==> config.mk <==
export PLATFORM = sky130hd
export DESIGN_NAME = confreg_uart_tx
export DESIGN_NICKNAME = d
export VERILOG_FILES = /design/src/rtl/confreg_uart_tx.sv
export SDC_FILE = /design/constraint.sdc
export NUM_CORES = 1
export LEC_CHECK = 0
export ABC_AREA = 1
export BUFFER_PORTS_ARGS = -buffer_cell sky130_fd_sc_hd__buf_4
export CORE_MARGIN = 3
export CORE_UTILIZATION = 35
export CTS_CLUSTER_SIZE = 25
export DETAILED_ROUTE_END_ITERATION = 16
export SETUP_SLACK_MARGIN = 0.5
export SKIP_LAST_GASP = 1
export SYNTH_ARGS = -nofsm -noshare
export SYNTH_HDL_FRONTEND = slang
export SYNTH_SLANG_ARGS = --single-unit
==> constraint.sdc <==
create_clock -name clk -period 5.58 [get_ports clk]
set_input_delay 0 -clock clk [delete_from_list [all_inputs] [get_ports clk]]
set_output_delay 0 -clock clk [all_outputs]
set_load 0.02 [all_outputs]
==> src/rtl/confreg_uart_tx.sv <==
// confreg_uart_tx: serializes bytes written to the config-register VUART
// address as 8N1 asynchronous serial through a small TX FIFO.
// Ports:
//   clk, rst     - system clock, synchronous active-high reset
//   wr_valid     - one-cycle write strobe from the config register block
//   wr_data      - byte to queue, sampled with wr_valid
//   ovf_clr      - one-cycle pulse clearing the sticky overflow flag
//   uart_txd     - registered serial output, idle high
//   busy         - registered, high while a frame is in progress
//   fifo_count   - entries currently queued
//   fifo_full    - fifo_count == FIFO_DEPTH
//   overflow     - sticky: a write was dropped because the FIFO was full
module confreg_uart_tx #(
  parameter int unsigned CLK_DIV    = 868,
  parameter int unsigned FIFO_DEPTH = 16
) (
  input  logic                          clk,
  input  logic                          rst,
  input  logic                          wr_valid,
  input  logic [7:0]                    wr_data,
  input  logic                          ovf_clr,
  output logic                          uart_txd,
  output logic                          busy,
  output logic [$clog2(FIFO_DEPTH):0]   fifo_count,
  output logic                          fifo_full,
  output logic                          overflow
);

  localparam int unsigned PTR_W  = $clog2(FIFO_DEPTH);
  localparam int unsigned CNT_W  = PTR_W + 1;
  localparam int unsigned BAUD_W = $clog2(CLK_DIV);

  localparam logic [1:0] S_IDLE  = 2'd0;
  localparam logic [1:0] S_START = 2'd1;
  localparam logic [1:0] S_DATA  = 2'd2;
  localparam logic [1:0] S_STOP  = 2'd3;

  logic [1:0]        state_q,  state_d;
  logic [BAUD_W-1:0] baud_q,   baud_d;
  logic [2:0]        bit_q,    bit_d;
  logic [7:0]        shift_q,  shift_d;
  logic              txd_q,    txd_d;
  logic              busy_q,   busy_d;
  logic [PTR_W-1:0]  rd_ptr_q, rd_ptr_d;
  logic [PTR_W-1:0]  wr_ptr_q, wr_ptr_d;
  logic [CNT_W-1:0]  count_q,  count_d;
  logic              full_q,   full_d;
  logic              ovf_q,    ovf_d;
  logic [7:0]        mem_q [FIFO_DEPTH];

  logic push;
  logic pop;
  logic baud_wrap;

  // Next-state logic for the FIFO bookkeeping and the serializer FSM.
  always_comb begin
    state_d  = state_q;
    baud_d   = baud_q;
    bit_d    = bit_q;
    shift_d  = shift_q;
    rd_ptr_d = rd_ptr_q;
    wr_ptr_d = wr_ptr_q;
    ovf_d    = ovf_q;

    // Acceptance uses the count registered at the start of the cycle, so a
    // write into a full FIFO is dropped even when a pop happens alongside.
    push      = wr_valid && (count_q != CNT_W'(FIFO_DEPTH));
    pop       = (state_q == S_IDLE) && (count_q != '0);
    baud_wrap = (baud_q == BAUD_W'(CLK_DIV - 1));

    case (state_q)
      S_IDLE: begin
        if (pop) begin
          state_d = S_START;
          baud_d  = '0;
          bit_d   = '0;
          shift_d = mem_q[rd_ptr_q];
        end
      end
      S_START: begin
        baud_d = baud_wrap ? '0 : baud_q + BAUD_W'(1);
        if (baud_wrap) begin
          state_d = S_DATA;
          bit_d   = '0;
        end
      end
      S_DATA: begin
        baud_d = baud_wrap ? '0 : baud_q + BAUD_W'(1);
        if (baud_wrap) begin
          shift_d = shift_q >> 1;
          if (bit_q == 3'd7) state_d = S_STOP;
          else               bit_d   = bit_q + 3'd1;
        end
      end
      S_STOP: begin
        baud_d = baud_wrap ? '0 : baud_q + BAUD_W'(1);
        if (baud_wrap) state_d = S_IDLE;
      end
      default: state_d = S_IDLE;
    endcase

    // Line level follows the state held during the cycle, so the pin lags
    // the FSM by one edge (start bit appears one edge after the pop).
    case (state_q)
      S_START: txd_d = 1'b0;
      S_DATA:  txd_d = shift_q[0];
      default: txd_d = 1'b1;
    endcase
    busy_d = (state_d != S_IDLE);

    if (push) wr_ptr_d = wr_ptr_q + PTR_W'(1);
    if (pop)  rd_ptr_d = rd_ptr_q + PTR_W'(1);
    count_d = count_q + CNT_W'(push) - CNT_W'(pop);
    full_d  = (count_d == CNT_W'(FIFO_DEPTH));

    // A dropped write takes priority over a same-cycle clear.
    if (wr_valid && !push) ovf_d = 1'b1;
    else if (ovf_clr)      ovf_d = 1'b0;
  end

  // State and status registers.
  always_ff @(posedge clk) begin
    if (rst) begin
      state_q  <= S_IDLE;
      baud_q   <= '0;
      bit_q    <= '0;
      shift_q  <= '0;
      txd_q    <= 1'b1;
      busy_q   <= 1'b0;
      rd_ptr_q <= '0;
      wr_ptr_q <= '0;
      count_q  <= '0;
      full_q   <= 1'b0;
      ovf_q    <= 1'b0;
    end else begin
      state_q  <= state_d;
      baud_q   <= baud_d;
      bit_q    <= bit_d;
      shift_q  <= shift_d;
      txd_q    <= txd_d;
      busy_q   <= busy_d;
      rd_ptr_q <= rd_ptr_d;
      wr_ptr_q <= wr_ptr_d;
      count_q  <= count_d;
      full_q   <= full_d;
      ovf_q    <= ovf_d;
    end
  end

  // FIFO storage; contents are meaningless once the pointers are reset.
  always_ff @(posedge clk) begin
    if (push) mem_q[wr_ptr_q] <= wr_data;
  end

  assign uart_txd   = txd_q;
  assign busy       = busy_q;
  assign fifo_count = count_q;
  assign fifo_full  = full_q;
  assign overflow   = ovf_q;

endmodule

== After elaboration in Yosys (flattened, before gate mapping) ==
Memories as Yosys holds them, arrays and structs flattened. A register that Yosys moved wholly into a read port is not among the register bits.
Index checks and enable logic that the tools add are counted.

* Add/subtract/negate cells: 6
* Equal/unequal tests: 11
* Multiplexer cells: 24
* Reductions and logical operators: 13

{| class="wikitable"
|+ Operators by type and width
! cell !! count
|-
| $mux W10 || 2
|-
| $pmux W10 S2 || 1
|-
| $mux W8 || 2
|-
| $pmux W8 S2 || 1
|-
| $mux W3 || 4
|-
| $add A10 B1 Y10 const B || 1
|-
| $eq A10 B10 Y1 const B || 1
|-
| $mux W2 || 5
|-
| $pmux W3 S3 || 1
|-
| $add A4 B1 Y4 const B || 2
|-
| $mux W4 || 2
|-
| $ne A2 B2 Y1 const B || 4
|-
| $pmux W2 S4 || 1
|-
| $reduce_bool A2 Y1 || 3
|-
| $add A5 B1 Y5 || 1
|-
| $eq A5 B5 Y1 const B || 1
|-
| $ne A5 B5 Y1 const B || 1
|-
| $reduce_and A5 Y1 || 1
|-
| $reduce_bool A5 Y1 || 1
|-
| $sub A5 B1 Y5 || 1
|-
| $eq A2 B2 Y1 const B || 2
|-
| $mux W1 || 4
|-
| $add A3 B1 Y3 const B || 1
|-
| $eq A3 B3 Y1 const B || 1
|-
| other kinds (8) || 10
|}

* Bits in registers: 40
* Memory bits (writable): 128
* Input port bits: 12
* Output and inout bits: 9
* Logic and storage cells: 66
* Memories kept: 1

{| class="wikitable"
|+ Memory list
! name !! depth !! bits a word !! read ports !! clocked after memory_dff !! wr ports !! RTL line !! text
|-
| mem_q || 16 || 8 || 1 || 1 || 1 || 49 || <nowiki>logic [7:0] mem_q [FIFO_DEPTH];</nowiki>
|}

== Logic depth before layout (Yosys ltp) ==
* Depth in word-level cells: 5
* Gate-level depth with buffers: 17
* Mapped depth without buffers: 17

== Worst setup path before layout ==
No wires, ideal clock.

* Path type: register -> register
* Start point: register count_q[3], in the netlist fifo_count[3]
* End point: register full_q, in the netlist fifo_full
* Setup time: 0.064 ns
* Arrival time: 2.501 ns
* Data required time: 5.516 ns
* Setup slack: 3.015 ns
* Stages on the path, launching flop included: 18
* Buffers on the path: 0
* Clock period less this slack: 2.565 ns
* Path through: dfxtp_1 inv_1 ha_1 nor3b_2 nand2_1 nand2_1 inv_1 ha_1 inv_1 ha_1 fa_1 nand2_1 a21oi_1 nor2_1 nor2_1 nor2_1 nand2_1 nor2_1

* Elaborated cells between the ends (all ways): 7
* Those cells by class: add/sub: 2; eq/ne: 2; reduce/logical: 3

{| class="wikitable"
|+ RTL lines
! what !! RTL line !! text
|-
| start, declared || 46 || <nowiki>logic [CNT_W-1:0] count_q, count_d;</nowiki>
|-
| start signal, assigned || 144 || <nowiki>count_q <= count_d;</nowiki>
|-
| $reduce_bool A5 Y1 || 68 || <nowiki>pop = (state_q == S_IDLE) && (count_q != '0);</nowiki>
|-
| $logic_and A1 B1 Y1 || 68 ||
|-
| named net pop || 52 || <nowiki>logic pop;</nowiki>
|-
| $sub A5 B1 Y5 || 113 || <nowiki>count_d = count_q + CNT_W'(push) - CNT_W'(pop);</nowiki>
|-
| $eq A5 B5 Y1 || 114 || <nowiki>full_d = (count_d == CNT_W'(FIFO_DEPTH));</nowiki>
|-
| end signal, assigned || 145 || <nowiki>full_q <= full_d;</nowiki>
|-
| end, declared || 47 || <nowiki>logic full_q, full_d;</nowiki>
|}

The timed path passes the listed nets, and every way through them passes these cells.
A chain may end at the register's enable or synchronous reset.

== Worst setup path in the final report ==
* Start point: register count_q[2], in the netlist fifo_count[2]
* End point: register full_q, in the netlist fifo_full

Same word-level chain as after synthesis.

==> metrics.txt <==
status=complete, no violations; first-pass GRT wire length=26200 um; commonest non-fill, non-tap cell in the layout=nand2_1; hold buffers post-CTS=12; startpoint class of the critical path=flip-flop; worst hold path class=input pin to flip-flop; Die Width=152 um; detailed placement HPWL=9850 um; FP Rows=52; area of the die=23200 um^2; Netlist Area Pre-Place=between 7000 and 8000 um^2; initial core utilization=between 30% and 40%; Max Slew Vio Count=0; Antenna diodes=0; unrepaired setup endpoints after global routing=false; RR Endpoint=fifo_full$_SDFF_PP0_; GRT Residual Overflow=0; worst path bufs/invs=3; maximum number of pins on one net before global-route repair=66; Routed WL per cell=~15 um; Worst slew margin=18.3%; Post-Syn Nets=818; FMAX=~360 MHz; power per cell area=444 nW/um^2; R2R Setup Slk=2.81 ns; Synth Area in Simple Gates=23.7%; initial antenna violation count=0; router iterations before antenna repair=4; worst-path fanout max=7; layout cell share with drive strength beyond 1=7.75%; clk sinks=172; crit-path cells=inv_1, ha_1, nor3b_2, nand2_1, nand2_1, inv_1, ha_1, inv_1, ha_1, fa_1, nand2_1, a21oi_1, nor2_1, nor2_1, nor2_1, nand2_1, nor2_1; CTS tree=yes; WP data arrival=3.13 ns; drt total wl=~16000 um; hold_ws=0.463 ns; vias per std cell=4.67; slowest stage delay, CP=0.41 ns; setup repair bufs after CTS=0; critical path class=flip-flop to flip-flop; Num CTS Buffers=17; PortBufs=20; most used routing layer=met2; reg2reg path depth=17; Synth cell types=31; Nets=841; die height=152 um; Max IR drop VDD=0.275 mV; xor-xnor portion of the synthesized cell area=0.817%; vias in the first global route=4929; Post-Synthesis Cells=791; Clock Path Buffers=2; post-route ant nets=0; # setup viols final=0; fin crit share=49.6%; sequential-to-total area share from yosys stat=a little over three fifths; Worst-Skew Late Latency=0.42 ns; mux cell area share after synthesis=0%; Post-Route Setup TNS=0 ns; Worst Clk Skew=0.0102 ns; Req. time, crit path=5.94 ns; FF+latch count, synth=172; commonest cells after routing, fill and taps aside=nand2_1, edfxtp_1, nand3_1, inv_1, nor2_1; met2 GRT Util=23.2%; Tmin final=2.77 ns; Critical Path Source=fifo_count[2]$_SDFF_PP0_; Worst-Margin Slew=1.22 ns; met3 GRT Util=2.47%; root buffer cell=clkbuf_16; largest family of logic cells by synthesized area=simple AND/OR/NAND/NOR gates; # resized after CTS=0; Crit-path slowest cell=fa_1; critical path endpoint=fifo_full$_SDFF_PP0_; Max Cap Violations=0; grt met1 use=19.6%; Routability Congestion=~0.80; Ports=21; Synth Area in Adders=under 10%; htree depth=4; # DRC=0; post-synthesis compound-gate area fraction=2.95%; synth warn=0; DRT iter0 DRCs=437; P&R area growth vs syn=13.4%; CP delay by family, top=adder cells; via count=just over 5000; synthesized area per cell=9.49 um^2; All-Layer GR Usage=~14%; P_leak=3.48 nW; Clock transition at path regs=0.07 ns; Final Hold Viols=0; Core Area=20600 um^2; cell depth of the worst setup path=17; Worst setup EP type=flip-flop; Reg2Reg Launch Point=fifo_count[2]$_SDFF_PP0_
==> kinds of logic (layout without fill, tap and decap cells) <==
group / after synthesis / in the layout
xor+xnor: 7 / 7
compound gates: 42 / 42
buf+inv: 132 / 167
flops: 172 / 172
simple gates: 423 / 423
fa+ha+maj: 15 / 15
==> sequential cells by signal, indices dropped and copies added, names as in the netlist, named ones only <==
name / count
baud_q: 10
bit_q: 3
busy: 1
fifo_count: 5
fifo_full: 1
mem_q: 128
overflow: 1
rd_ptr_q: 4
shift_q: 8
state_q: 2
uart_txd: 1
wr_ptr_q: 4
==> how the worst min path moves through the flow <==
stage                           from                endpoint  slack, ns  depth (start not counted)
after floorplan           wr_data[0]   mem_q[0][0]$_DFFE_PP_        0.1                          0
after global placement       ovf_clr   overflow$_SDFFE_PP0P_       0.27                          4
after detailed placement     ovf_clr   overflow$_SDFFE_PP0P_       0.28                          4
after CTS                 wr_data[5]   mem_q[3][5]$_DFFE_PP_       0.44                          2
after global routing      wr_data[5]  mem_q[10][5]$_DFFE_PP_       0.47                          2
final                     wr_data[5]   mem_q[3][5]$_DFFE_PP_       0.46                          2
==> where the power goes <==
group	leakage (nW)	total, W	internal [W]	switching [W]
logic	1.72	0.00117	0.000362	0.000808
clock network	0.242	0.00105	0.000567	0.000487
registers	1.52	0.00155	0.00149	0.0000666
total	3.48	0.00378	0.00241	0.00136
==> worst register-to-register path: cells and delay by family (launching register included) <==
family,cells,cell delay [ns]
flops,1,0.33
compound gates,1,0.07
buf+inv,3,0.25
simple gates,9,1.02
fa+ha+maj,4,1.02
==> per-stage QoR <==
| stage | power [W] | cell area (um^2) | std cells | setup WS, ns | utilization [%] |
|---|---|---|---|---|---|
| 3_3_place_gp | 0.00274 | 7870 | 1053 | 2.94 | 38.1 |
| 3_5_place_dp | 0.00275 | 7870 | 1053 | 2.80 | 38.1 |
| 5_1_grt | 0.00402 | 8510 | 1096 | 2.56 | 41.3 |
| 4_1_cts | 0.00381 | 8510 | 1096 | 2.77 | 41.3 |
| 2_1_floorplan | 0.00241 | 7500 | 791 | 3.02 | - |
| 6_report | 0.00378 | 8510 | 1096 | 2.81 | 41.3 |
==> routing by layer <==
metal  wire [um]  vias up  share of wire [%]
met4         239        0                1.5
met3         812       15                5.0
met5           0        -                  0
li1            -     2612                  -
met1        7520     2375                 46
met2        7790      120                 48
==> synth_stat cells (all sizes together) <==
master	count	area, um^2
a211oi	1	7.51
nand4	3	18.8
inv	102	383
a31oi	1	6.26
nor2	60	240
nand3b	1	7.51
fa	1	20.0
nor3b	2	20.0
nor3	4	25.0
ha	14	175
dfxtp	44	881
nand2	248	936
a21oi	25	133
buf	17	92.6
o21ai	15	75.1
edfxtp	128	3840
xor2	5	43.8
clkbuf	13	48.8
nand3	105	531
xnor2	2	17.5
==> area by class of cell <==
class / count / area (um^2)
Clock buffer: 18 / 429
Clock inverter: 13 / 92.6
Fill cell: 1967 / 12100
Inverter: 102 / 383
Multi-Input combinational cell: 487 / 2260
Sequential cell: 172 / 4730
Tap cell: 270 / 338
Timing Repair Buffer: 34 / 285
Power figures use the tool's default switching activity.
